**src/rtl/cpu_arb_pkg.sv**
```systemverilog
// Shared types for the fetch/data memory-port arbiter: FSM states and grant encodings.
package cpu_arb_pkg;

    typedef enum logic [1:0] {
        IDLE   = 2'd0,
        SERV_I = 2'd1,
        SERV_D = 2'd2
    } arb_state_e;

    typedef logic [1:0] gnt_t;

    localparam gnt_t GNT_NONE = 2'd0;
    localparam gnt_t GNT_I    = 2'd1;
    localparam gnt_t GNT_D    = 2'd2;

endpackage

```
**src/rtl/mem_arb_starve_ctr.sv**
```systemverilog
// Fetch anti-starvation counter: forces a fetch grant after STARVE_MAX data grants.
// Only built when ARB_ANTI_STARVE_EN is defined.
`ifdef ARB_ANTI_STARVE_EN
module mem_arb_starve_ctr
    import cpu_arb_pkg::*;
#(
    parameter int unsigned STARVE_MAX = 4
) (
    input  logic clk_i,
    input  logic clr_i,
    input  logic idle_i,
    input  logic if_req_i,
    input  gnt_t gnt_i,
    output logic force_i_o
);

    localparam int unsigned CntW = (STARVE_MAX < 1) ? 1 : $clog2(STARVE_MAX + 1);
    localparam logic [CntW-1:0] CntMax = CntW'(STARVE_MAX);

    logic [CntW-1:0] cnt_q, cnt_d;

    always_comb begin
        cnt_d = cnt_q;
        if (idle_i && !if_req_i) begin
            cnt_d = '0;
        end else if (gnt_i == GNT_I) begin
            cnt_d = '0;
        end else if (gnt_i == GNT_D && if_req_i && cnt_q != CntMax) begin
            cnt_d = cnt_q + 1'b1;
        end
    end

    always_ff @(posedge clk_i) begin
        if (clr_i) begin
            cnt_q <= '0;
        end else begin
            cnt_q <= cnt_d;
        end
    end

    assign force_i_o = if_req_i && (cnt_q == CntMax);

endmodule
`endif

```
**src/rtl/mem_port_arbiter.sv**
```systemverilog
// Arbitrates the unified memory port between fetch and data stages; data wins by default.
// Define ARB_ANTI_STARVE_EN to enable the fetch anti-starvation counter.
module mem_port_arbiter
    import cpu_arb_pkg::*;
#(
    parameter int unsigned ADDR_W     = 32,
    parameter int unsigned DATA_W     = 32,
    parameter int unsigned STARVE_MAX = 4
) (
    input  logic                clk,
    input  logic                clr,
    input  logic                if_req,
    input  logic [ADDR_W-1:0]   if_addr,
    output logic [DATA_W-1:0]   if_rdata,
    output logic                if_done,
    input  logic                dm_req,
    input  logic                dm_we,
    input  logic [ADDR_W-1:0]   dm_addr,
    input  logic [DATA_W-1:0]   dm_wdata,
    input  logic [DATA_W/8-1:0] dm_be,
    output logic [DATA_W-1:0]   dm_rdata,
    output logic                dm_done,
    output logic                mem_valid,
    output logic                mem_we,
    output logic [ADDR_W-1:0]   mem_addr,
    output logic [DATA_W-1:0]   mem_wdata,
    output logic [DATA_W/8-1:0] mem_be,
    input  logic                mem_ready,
    input  logic [DATA_W-1:0]   mem_rdata,
    output logic                stall_if,
    output logic                stall_mem,
    output logic                busy
);

    localparam int unsigned BeW = DATA_W / 8;

    // A zero threshold would hand every arbitration to a waiting fetch.
    if (STARVE_MAX == 0) begin : g_bad_starve_max
        $error("STARVE_MAX must be at least 1");
    end

    arb_state_e        state_q, state_d;
    logic              mem_valid_q, mem_valid_d;
    logic              mem_we_q, mem_we_d;
    logic [ADDR_W-1:0] mem_addr_q, mem_addr_d;
    logic [DATA_W-1:0] mem_wdata_q, mem_wdata_d;
    logic [BeW-1:0]    mem_be_q, mem_be_d;
    logic              if_done_q, if_done_d;
    logic              dm_done_q, dm_done_d;
    logic [DATA_W-1:0] if_rdata_q, if_rdata_d;
    logic [DATA_W-1:0] dm_rdata_q, dm_rdata_d;

    logic if_elig, dm_elig, force_fetch;
    gnt_t gnt;

    // A requester whose done pulse is high has not had a chance to drop its request yet.
    assign if_elig = if_req && !if_done_q;
    assign dm_elig = dm_req && !dm_done_q;

`ifdef ARB_ANTI_STARVE_EN
    mem_arb_starve_ctr #(
        .STARVE_MAX (STARVE_MAX)
    ) u_starve_ctr (
        .clk_i     (clk),
        .clr_i     (clr),
        .idle_i    (state_q == IDLE),
        .if_req_i  (if_req),
        .gnt_i     (gnt),
        .force_i_o (force_fetch)
    );
`else
    assign force_fetch = 1'b0;
`endif

    always_comb begin
        gnt = GNT_NONE;
        if (state_q == IDLE) begin
            if (if_elig && force_fetch) begin
                gnt = GNT_I;
            end else if (dm_elig) begin
                gnt = GNT_D;
            end else if (if_elig) begin
                gnt = GNT_I;
            end
        end
    end

    always_comb begin
        state_d     = state_q;
        mem_valid_d = mem_valid_q;
        mem_we_d    = mem_we_q;
        mem_addr_d  = mem_addr_q;
        mem_wdata_d = mem_wdata_q;
        mem_be_d    = mem_be_q;
        if_done_d   = 1'b0;
        dm_done_d   = 1'b0;
        if_rdata_d  = if_rdata_q;
        dm_rdata_d  = dm_rdata_q;
        unique case (state_q)
            IDLE: begin
                case (gnt)
                    GNT_I: begin
                        state_d     = SERV_I;
                        mem_valid_d = 1'b1;
                        mem_we_d    = 1'b0;
                        mem_addr_d  = if_addr;
                        mem_wdata_d = '0;
                        mem_be_d    = '0;
                    end
                    GNT_D: begin
                        state_d     = SERV_D;
                        mem_valid_d = 1'b1;
                        mem_we_d    = dm_we;
                        mem_addr_d  = dm_addr;
                        mem_wdata_d = dm_wdata;
                        mem_be_d    = dm_be;
                    end
                    default: ;
                endcase
            end
            SERV_I: begin
                if (mem_ready) begin
                    state_d     = IDLE;
                    mem_valid_d = 1'b0;
                    if_done_d   = 1'b1;
                    if_rdata_d  = mem_rdata;
                end
            end
            SERV_D: begin
                if (mem_ready) begin
                    state_d     = IDLE;
                    mem_valid_d = 1'b0;
                    dm_done_d   = 1'b1;
                    if (!mem_we_q) begin
                        dm_rdata_d = mem_rdata;
                    end
                end
            end
            default: state_d = IDLE;
        endcase
    end

    always_ff @(posedge clk) begin
        if (clr) begin
            state_q     <= IDLE;
            mem_valid_q <= 1'b0;
            mem_we_q    <= 1'b0;
            mem_addr_q  <= '0;
            mem_wdata_q <= '0;
            mem_be_q    <= '0;
            if_done_q   <= 1'b0;
            dm_done_q   <= 1'b0;
            if_rdata_q  <= '0;
            dm_rdata_q  <= '0;
        end else begin
            state_q     <= state_d;
            mem_valid_q <= mem_valid_d;
            mem_we_q    <= mem_we_d;
            mem_addr_q  <= mem_addr_d;
            mem_wdata_q <= mem_wdata_d;
            mem_be_q    <= mem_be_d;
            if_done_q   <= if_done_d;
            dm_done_q   <= dm_done_d;
            if_rdata_q  <= if_rdata_d;
            dm_rdata_q  <= dm_rdata_d;
        end
    end

    assign mem_valid = mem_valid_q;
    assign mem_we    = mem_we_q;
    assign mem_addr  = mem_addr_q;
    assign mem_wdata = mem_wdata_q;
    assign mem_be    = mem_be_q;
    assign if_done   = if_done_q;
    assign dm_done   = dm_done_q;
    assign if_rdata  = if_rdata_q;
    assign dm_rdata  = dm_rdata_q;
    assign stall_if  = if_req && !if_done_q;
    assign stall_mem = dm_req && !dm_done_q;
    assign busy      = (state_q != IDLE);

endmodule
```
**config.mk**
```make
export PLATFORM = sky130hd
export DESIGN_NAME = mem_port_arbiter
export DESIGN_NICKNAME = d
export VERILOG_FILES = /design/src/rtl/cpu_arb_pkg.sv /design/src/rtl/mem_arb_starve_ctr.sv /design/src/rtl/mem_port_arbiter.sv
export SDC_FILE = /design/constraint.sdc
export NUM_CORES = 1
export LEC_CHECK = 0
export ABC_AREA = 1
export CAP_MARGIN = 25
export CORE_MARGIN = 2
export CORE_UTILIZATION = 36
export DETAILED_ROUTE_END_ITERATION = 8
export GPL_TIMING_DRIVEN = 0
export PLACE_DENSITY = 0.77
export SYNTH_ARGS = -nofsm -noshare
export SYNTH_HDL_FRONTEND = slang
export SYNTH_SLANG_ARGS = --single-unit
```
**constraint.sdc**
```tcl
create_clock -name clk -period 1.9 [get_ports clk]
set_input_delay 0.38 -clock clk [delete_from_list [all_inputs] [get_ports clk]]
set_output_delay 0.38 -clock clk [all_outputs]
set_load 0.05 [all_outputs]
```
==> out/results.tsv <==
metric	value	unit
status	finished, violations left	
failing checks	DRC	
die area	15800	um2
drt wl/cell	15.1	um
adder-cell share of the synthesized area	0.0141	
Final Instance Area	9140	um2
Layout Nets	1186	
Peak VDD IR	0.793	mV
clock buffer depth	2	
Clock Pin Slew Worst Setup and Hold Paths	60	ps
critical path, cell by cell	inv_2 > ha_4 > inv_6 > nor2_4 > ha_4 > nor2_4 > buf_4 > clkbuf_4 > nand2_1 > a21oi_1	
grt total ovfl	0	
critical path arrival	2180	ps
#FFs+latches synth	138	
worst reg2reg path depth	10	
Die X-Extent	126	um
layout cells sized above 1	0.113	
die height	126	um
Tmin final	1850	ps
I/O pins	277	
Leak Pwr	4.29	nW
hold buffer count at CTS	0	
core area	14500	um2
Final WS setup	54.7	ps
H-tree levels	4	
worst-path fanout max	10	
max-cap viol count	0	
sequential share of the synthesized area	0.519	
DR vias	5852	
endpoints failing hold	0	
Rel. slew slack	0.630	
fmax	0.542	GHz
CTS sink count	138	
DPL Wire Length	13700	um
DRC viols	1	
Fill cells	1319	
Starting Density	0.368	
final std cells w/o fill	1239	
crit path kind	reg2reg	
Tot Pwr	13.2	mW
PwrDens	1450	nW/um2
TNS Setup	0	ps
crit path max-delay cell type	dfxtp_2	
hold path cells	2	
WL final	18800	um
critical path endpoint category	flip-flop	
largest net degree at the start of global routing	17	
Worst Path Required	2240	ps
antenna violations before repair	0	
dpl cells	1193	
final setup violation count	0	
Post-Synthesis Cells	734	
Post-DP Area	8360	um2
Least-Margin Pin Slew	556	ps
pre-CTS setup slack	-637	ps
row count	44	
Hold Slack	314	ps
Final Max Slew Viols	0	
CTS tree	built	
vias per inst	4.72	
Synth Warn #	0	
Finished Core Util	0.631	
worst skew pair latency	410	ps
worst min path class	in2reg	
Synth Cell Area	5330	um2
Register Area	2770	um2
first-pass GRT wire length	29200	um
Critical Path Max Stage Delay	330	ps
Simple-Gate Fraction of Synth Area	0.282	
CTS Buf Count	17	
most common cell after layout, fill and taps aside	nand2_1	
CP Launch Type	flip-flop	
RSZ-0062 raised after global routing	true	
All-Layer GR Usage	0.232	
Multi-input gate area	2400	um2
Port Buffers	275	
most frequent cells in the layout	nand2_1 (190), dlygate4sd2_1 (136), clkdlybuf4s50_1 (135)	
clk root buf	clkbuf_16	
synthesized net count	878	
initial DRC count	257	
Clock Skews	5.27	ps
final worst path period share	0.971	
gpl congestion	0.810	
antenna viol nets, final	0	
vias in the first global route	5588	
Compound-Gate Fraction of Synth Area	0.129	
Cell variety after synth	17	
Avg Cell Area, Syn	7.26	um2
DRT Pass-1 Iters	7	
Post-Synth XOR/XNOR Area	0	
ant diodes	0	
Synth-to-Final Area Change	71.6	%
main combinational cell family by area after synthesis	simple AND/OR/NAND/NOR gates	
multiplexer share of the synthesized area	0	
[synth_stat cells]
cell type	number	area [um2]
buf_6	1	11.3
inv_1	15	56.3
inv_2	2	7.51
dfxtp_1	138	2760
ha_1	6	75.1
nand2_1	206	773
o21ai_0	63	315
a21oi_1	72	360
nor2_4	1	11.3
nor2_2	1	6.26
nand3_1	41	205
nor2_1	135	507
buf_4	2	15.0
clkbuf_2	1	5.00
clkbuf_1	28	105
buf_2	20	100
o21ai_1	2	10.0
[report_power, final]
part           internal, mW  switching [mW]
clock                  2.30            1.26
sequential             3.44           0.249
combinational          1.94            4.06
[critical path: cells and delay by family (launching register included)]
kind            cells  cell delay (ps)
compound gates      1              130
simple gates        3              440
fa+ha+maj           2              430
buf+inv             4              460
flops               1              330
[sequential cells by signal, indices dropped and copies added, names as in the netlist]
register,cells
if_done,1
mem_valid,1
mem_addr,32
mem_we,1
dm_done,1
if_rdata,32
mem_be,4
dm_rdata,32
state_q,2
mem_wdata,32
[cells by family after synthesis]
family,count (synthesis)
buffers and inverters,69
AO/OA/AOI/OAI,137
adder cells (fa/ha/maj),6
AND/OR/NAND/NOR,384
flip-flops,138
[path summary, 6_finish.rpt]
| path | end | start | slack [ps] |
|---|---|---|---|
| hold / removal | mem_wdata[26] | clr | 310 |
| setup reg to reg | mem_addr[15] | state_q[1] | 50 |
| hold reg to reg | mem_valid | mem_valid | 440 |
| setup / recovery | mem_addr[15] | state_q[1] | 50 |
[cell type report]
class | count | area share
flip-flops and latches | 138 | 0.303
repair buffers | 291 | 0.301
multi-input cells | 527 | 0.262
clock buffers | 21 | 0.0515
plain buffers | 50 | 0.0312
well taps | 184 | 0.0252
clock inverters | 11 | 0.0181
inverters | 17 | 0.00821
[layer usage]
layer,share of wire,track usage,up-vias
met5,0,0,-
met2,0.47,0.393,222
met1,0.41,0.261,2628
met3,0.089,0.0862,37
met4,0.033,0.103,0
li1,-,-,2965
[what timing repair did]
action,4_1_cts,5_1_grt
pin swaps,2,15
setup endpoints to repair,211,64
buffers inserted,4,8
cloned,0,4
resized for setup,166,50
endpoints found under the hold margin,0,0
Power figures use the tool's default switching activity.
